[src/rtl/irq_ctrl.sv]
// Prioritised, nesting interrupt controller: edge-latched pending lines, programmable mask,
// preemption by strictly higher-priority channels, bounded nesting depth, sticky misuse flags.
module irq_ctrl #(
   parameter int unsigned N_IRQ      = 8,
   parameter int unsigned ADDR_W     = 10,
   parameter int unsigned VEC_BASE   = 'h3C0,
   parameter int unsigned VEC_STRIDE = 4,
   parameter int unsigned NEST_DEPTH = 4
) (
   input  logic                              clk,
   input  logic                              reset,
   input  logic [N_IRQ-1:0]                  irq_in,
   input  logic                              ie_global,
   input  logic                              mask_we,
   input  logic [N_IRQ-1:0]                  mask_wd,
   input  logic                              ack,
   input  logic                              reti,
   input  logic                              err_clr,
   output logic                              irq_req,
   output logic [$clog2(N_IRQ)-1:0]          irq_id,
   output logic [ADDR_W-1:0]                 irq_vec,
   output logic [N_IRQ-1:0]                  pending,
   output logic [N_IRQ-1:0]                  active,
   output logic [$clog2(NEST_DEPTH+1)-1:0]   nest_level,
   output logic [1:0]                        err
);

   localparam int unsigned ID_W = $clog2(N_IRQ);
   localparam int unsigned NL_W = $clog2(NEST_DEPTH + 1);
   localparam logic [NL_W-1:0] DEPTH_MAX = NL_W'(NEST_DEPTH);

   logic [N_IRQ-1:0] irq_prev_q, irq_prev_d;
   logic [N_IRQ-1:0] pending_q, pending_d;
   logic [N_IRQ-1:0] mask_q, mask_d;
   logic [N_IRQ-1:0] active_q, active_d;
   logic [NL_W-1:0]  nest_q, nest_d;
   logic [1:0]       err_q, err_d;

   logic [N_IRQ-1:0] cand;
   logic [ID_W-1:0]  winner, cur_lvl;
   logic             win_found, cur_found;
   logic             take, ret_ok;

   // Two lowest-index-first priority encoders: request candidates and in-service level.
   always_comb begin
      cand      = pending_q & mask_q;
      winner    = '0;
      win_found = 1'b0;
      cur_lvl   = '0;
      cur_found = 1'b0;
      for (int unsigned i = 0; i < N_IRQ; i++) begin
         if (cand[i] && !win_found) begin
            win_found = 1'b1;
            winner    = ID_W'(i);
         end
         if (active_q[i] && !cur_found) begin
            cur_found = 1'b1;
            cur_lvl   = ID_W'(i);
         end
      end
   end

   always_comb begin
      irq_req = ie_global && win_found && (nest_q < DEPTH_MAX) &&
                (!cur_found || (winner < cur_lvl));
      irq_id  = irq_req ? winner : '0;
      irq_vec = irq_req ? (ADDR_W'(VEC_BASE) + ADDR_W'(irq_id) * ADDR_W'(VEC_STRIDE)) : '0;
   end

   always_comb begin
      take       = ack && irq_req;
      ret_ok     = reti && cur_found;
      irq_prev_d = irq_in;
      mask_d     = mask_we ? mask_wd : mask_q;

      pending_d = pending_q;
      if (take) pending_d[irq_id] = 1'b0;
      // A fresh edge is applied after the ack clear so that it survives a same-cycle ack.
      pending_d = pending_d | (irq_in & ~irq_prev_q);

      active_d = active_q;
      if (ret_ok) active_d[cur_lvl] = 1'b0;
      if (take)   active_d[irq_id]  = 1'b1;

      nest_d = nest_q;
      if (take)   nest_d = nest_d + NL_W'(1);
      if (ret_ok) nest_d = nest_d - NL_W'(1);

      err_d = err_clr ? 2'b00 : err_q;
      if (ack && !irq_req) err_d[0] = 1'b1;
      if (reti && !cur_found) err_d[1] = 1'b1;
   end

   always_ff @(posedge clk or posedge reset) begin
      if (reset) begin
         irq_prev_q <= '0;
         pending_q  <= '0;
         mask_q     <= '0;
         active_q   <= '0;
         nest_q     <= '0;
         err_q      <= '0;
      end else begin
         irq_prev_q <= irq_prev_d;
         pending_q  <= pending_d;
         mask_q     <= mask_d;
         active_q   <= active_d;
         nest_q     <= nest_d;
         err_q      <= err_d;
      end
   end

   assign pending    = pending_q;
   assign active     = active_q;
   assign nest_level = nest_q;
   assign err        = err_q;

endmodule

[config.mk]
export PLATFORM = sky130hd
export DESIGN_NAME = irq_ctrl
export DESIGN_NICKNAME = d
export VERILOG_FILES = /design/src/rtl/irq_ctrl.sv
export SDC_FILE = /design/constraint.sdc
export NUM_CORES = 1
export LEC_CHECK = 0
export BUFFER_PORTS_ARGS = -buffer_cell sky130_fd_sc_hd__buf_4
export CAP_MARGIN = 10
export CELL_PAD_IN_SITES_DETAIL_PLACEMENT = 1
export CELL_PAD_IN_SITES_GLOBAL_PLACEMENT = 2
export CORE_ASPECT_RATIO = 1.2
export CORE_MARGIN = 2
export CORE_UTILIZATION = 29
export CTS_BUF_LIST = sky130_fd_sc_hd__clkbuf_16
export CTS_CLUSTER_DIAMETER = 150
export CTS_CLUSTER_SIZE = 16
export DETAILED_ROUTE_END_ITERATION = 7
export PLACE_DENSITY_LB_ADDON = 0.12
export SYNTH_ARGS = -nofsm -noshare
export SYNTH_HDL_FRONTEND = slang
export SYNTH_SLANG_ARGS = --single-unit
[constraint.sdc]
create_clock -name clk -period 8.46 [get_ports clk]
set_input_delay 0.846 -clock clk [delete_from_list [all_inputs] [get_ports clk]]
set_output_delay 0.846 -clock clk [all_outputs]
set_load 0.005 [all_outputs]
==> results.py <==
metrics = {
    "status": {
        "status": "finished, final reports clean",
    },
    "global_routing": {
        "antenna_found_initial": 0,
        "grt_pass1_vias": 1608,
        "grt_overflow_total": 0,
        "grt_pass1_wl_um": 8460,
        "grt_max_degree": 38,
        "track_usage_pct": 15.4,
    },
    "worst_setup_path": {
        "crit_type": "reg -> out",
        "setup.worst_path.start": "active[0]$_DFF_PP0_",
        "r2r-start": "active[0]$_DFF_PP0_",
        "start_kind": "flip-flop",
        "required_ps": 7610,
        "cp-end-kind": "output pin",
        "r2r_slack_ps": 5340,
        "crit_path_end": "irq_vec[4]",
        "cp.arrival_ps": 3050,
        "critPathMaxFanout": 7,
        "reg2regPathDepth": 10,
        "r2r_end": "nest_level[2]$_DFF_PP0_",
    },
    "timing": {
        "slew_violations": 0,
        "worst_pin_slew_ps": 661,
        "final-setup-viol-count": 0,
        "fin_tns_setup_ps": 0,
        "rsz0062_at_grt": "no",
        "clock.fmax_mhz": 257,
        "fin_worst_skew_ps": 5.20,
        "maxSlewHeadroom_pct": 55.5,
        "fin_crit_ps": 3900,
        "hold_viol_final": 0,
        "fin_crit_sh_pct": 46.1,
    },
    "yosys": {
        "syn_avg_cell_area_um2": 10.4,
        "synth_async_sr_flop_share_pct": 100,
        "ys_ff_latch": 37,
        "seq_area_frac_synth_pct": 50.2,
        "synth_edf_count": 0,
        "synth_cell_types": 43,
        "synth_ff_type": "dfrtp_1",
        "ys_top_cells_by_area": "dfrtp_1 50%, mux2_2 4.9%, buf_4 4.1%",
        "synth_warnings": 0,
        "synth_top_area_cell": "dfrtp_1",
        "syn_inst": 177,
        "synthDominantCellAreaShare_pct": 50.2,
        "syn-cell-area_mm2": 0.00184,
    },
    "layout": {
        "final_nets": 253,
        "antenna_cells": 0,
        "final_common_cell": "buf_4",
        "fillCellCount": 703,
        "final_area_mm2": 0.00241,
        "area_growth_pct": 30.5,
        "layout_common_cells": "55 x buf_4, 37 x dfrtp_1, 18 x nand2_1, 15 x inv_1",
        "layout-drive-gt1-share_pct": 32.9,
    },
    "worst_hold_path": {
        "hp-class": "reg -> reg",
        "min_path_cells": 1,
    },
    "floorplanning": {
        "io_pins": 58,
        "dieArea_mm2": 0.00702,
        "die_y_um": 91.4,
        "fp.coreArea_mm2": 0.00609,
        "dieWidth_um": 76.8,
        "std_cell_rows": 31,
        "start_util_pct": 30.3,
    },
    "clock_network": {
        "cts_hold_buf": 0,
        "cts.htree.levels": 2,
        "cts_tree": "yes",
        "clk_path_buf_depth": 2,
        "clock_latency_ps": 280,
        "clk_pin_slew_worst_paths_ps": 60,
        "clock-root-buffer": "clkbuf_16",
        "numCtsBuffers": 5,
        "cts_repair_resize_count": 0,
        "post_cts.repair.setup_buffers": 0,
        "cts.sinks": 37,
    },
    "route": {
        "vias": 1541,
        "totalWireLength_um": 5090,
        "firstDrtPassIters": 4,
        "postRouteAntennaNets": 0,
        "routedWlPerCell_um": 16.4,
        "drcViolationCount": 0,
        "vias_per_cell": 4.97,
        "drt_iter0_drc": 47,
    },
    "pwr": {
        "leakage_nw": 1.17,
        "power_density_mw_per_mm2": 290,
        "irDropWorstVdd_v": 0.0000950,
    },
    "run": {
        "maxCapViolCount": 0,
    },
    "placement": {
        "io_buffers": 54,
        "dp_hpwl_um": 3970,
        "dpl_cell_area_mm2": 0.00227,
        "place_congestion": 0.733,
    },
}
[critical path, stage by stage, from the launching register on]
cell      delay (ps)
dfrtp_1          440
nor4_1           620
nand2b_1         140
ha_1             270
or3_1            410
a21oi_1          180
a21oi_1          120
nor3_1           390
buf_4            190
[final cells by class]
| cell class | count | area [um2] | area share, % |
|---|---|---|---|
| Inverter | 15 | 56.3 | 2.34 |
| Timing Repair Buffer | 55 | 413 | 17.2 |
| Clock buffer | 5 | 125 | 5.20 |
| Clock inverter | 3 | 12.5 | 0.520 |
| Tap cell | 82 | 103 | 4.26 |
| Sequential cell | 37 | 926 | 38.5 |
| Multi-Input combinational cell | 113 | 771 | 32.0 |
[how the worst min path moves through the flow]
stage / to / slack (ps) / start
detailed placement: pending[2]$_DFF_PP0_ / 430 / irq_prev_q[2]$_DFF_PP0_
global placement: pending[2]$_DFF_PP0_ / 420 / irq_prev_q[2]$_DFF_PP0_
floorplan: pending[2]$_DFF_PP0_ / 410 / irq_prev_q[2]$_DFF_PP0_
finish: pending[2]$_DFF_PP0_ / 430 / irq_prev_q[2]$_DFF_PP0_
global route: pending[2]$_DFF_PP0_ / 450 / irq_prev_q[2]$_DFF_PP0_
CTS: pending[2]$_DFF_PP0_ / 430 / irq_prev_q[2]$_DFF_PP0_
[Yosys cell counts (2+ instances only)]
| master | count |
|---|---|
| dfrtp_1 | 37 |
| nand2_1 | 18 |
| inv_1 | 15 |
| buf_4 | 10 |
| a21oi_1 | 8 |
| mux2_2 | 8 |
| a22o_1 | 7 |
| o21ai_0 | 7 |
| nand3_1 | 6 |
| nor2_1 | 6 |
| a22oi_1 | 3 |
| and2_1 | 3 |
| ha_1 | 3 |
| nand2b_1 | 3 |
| nor3_1 | 3 |
| o22ai_1 | 3 |
| a211oi_2 | 2 |
| a32oi_1 | 2 |
| and3_1 | 2 |
| clkbuf_1 | 2 |
| mux2i_1 | 2 |
| nand3b_1 | 2 |
| nor2b_1 | 2 |
| nor4_1 | 2 |
| o31ai_1 | 2 |
| xor2_1 | 2 |
[sequential cells by signal, summed over array words and instances, names as in the netlist]
register	cells
active	8
irq_prev_q	8
mask_q	8
pending	8
nest_level	3
err	2
[kinds of logic (layout without fill, tap and decap cells)]
kind of cell	after synthesis	after routing	share of synthesized area, %
xor gates and xnor gates	3	3	1.42
other	1	3	0.203
buffers and inverters	29	78	8.41
AOI/OAI and AO/OA	43	43	17.1
muxes	10	10	5.97
DFF	37	37	50.2
adders and majority gates	3	3	2.04
and+or+nand+nor	51	51	14.7
[per-layer routing]
layer	share of wire [%]	up-vias	routed length (um)	track usage [%]
li1	-	714	-	-
met3	4.1	6	208	3.08
met1	42	777	2140	19.0
met5	0	-	0	0
met2	53	44	2680	26.5
met4	1.4	0	70	5.61
[stage by stage]
step	utilization, %	hold WS [ps]	cells	power (mW)	setup WS (ps)
floorplan	-	409	179	0.421	5330
detailed placement	37.3	426	302	0.527	4870
global placement	37.3	416	302	0.513	5030
global route	39.5	445	310	0.753	4370
finish	39.5	430	310	0.697	4560
CTS	39.5	434	310	0.710	4550
[power by group]
part / switching, mW / internal, mW
combinational: 0.143 / 0.136
clock: 0.0708 / 0.107
sequential: 0.0333 / 0.207
No activity file was read; power rests on OpenSTA's default activity.
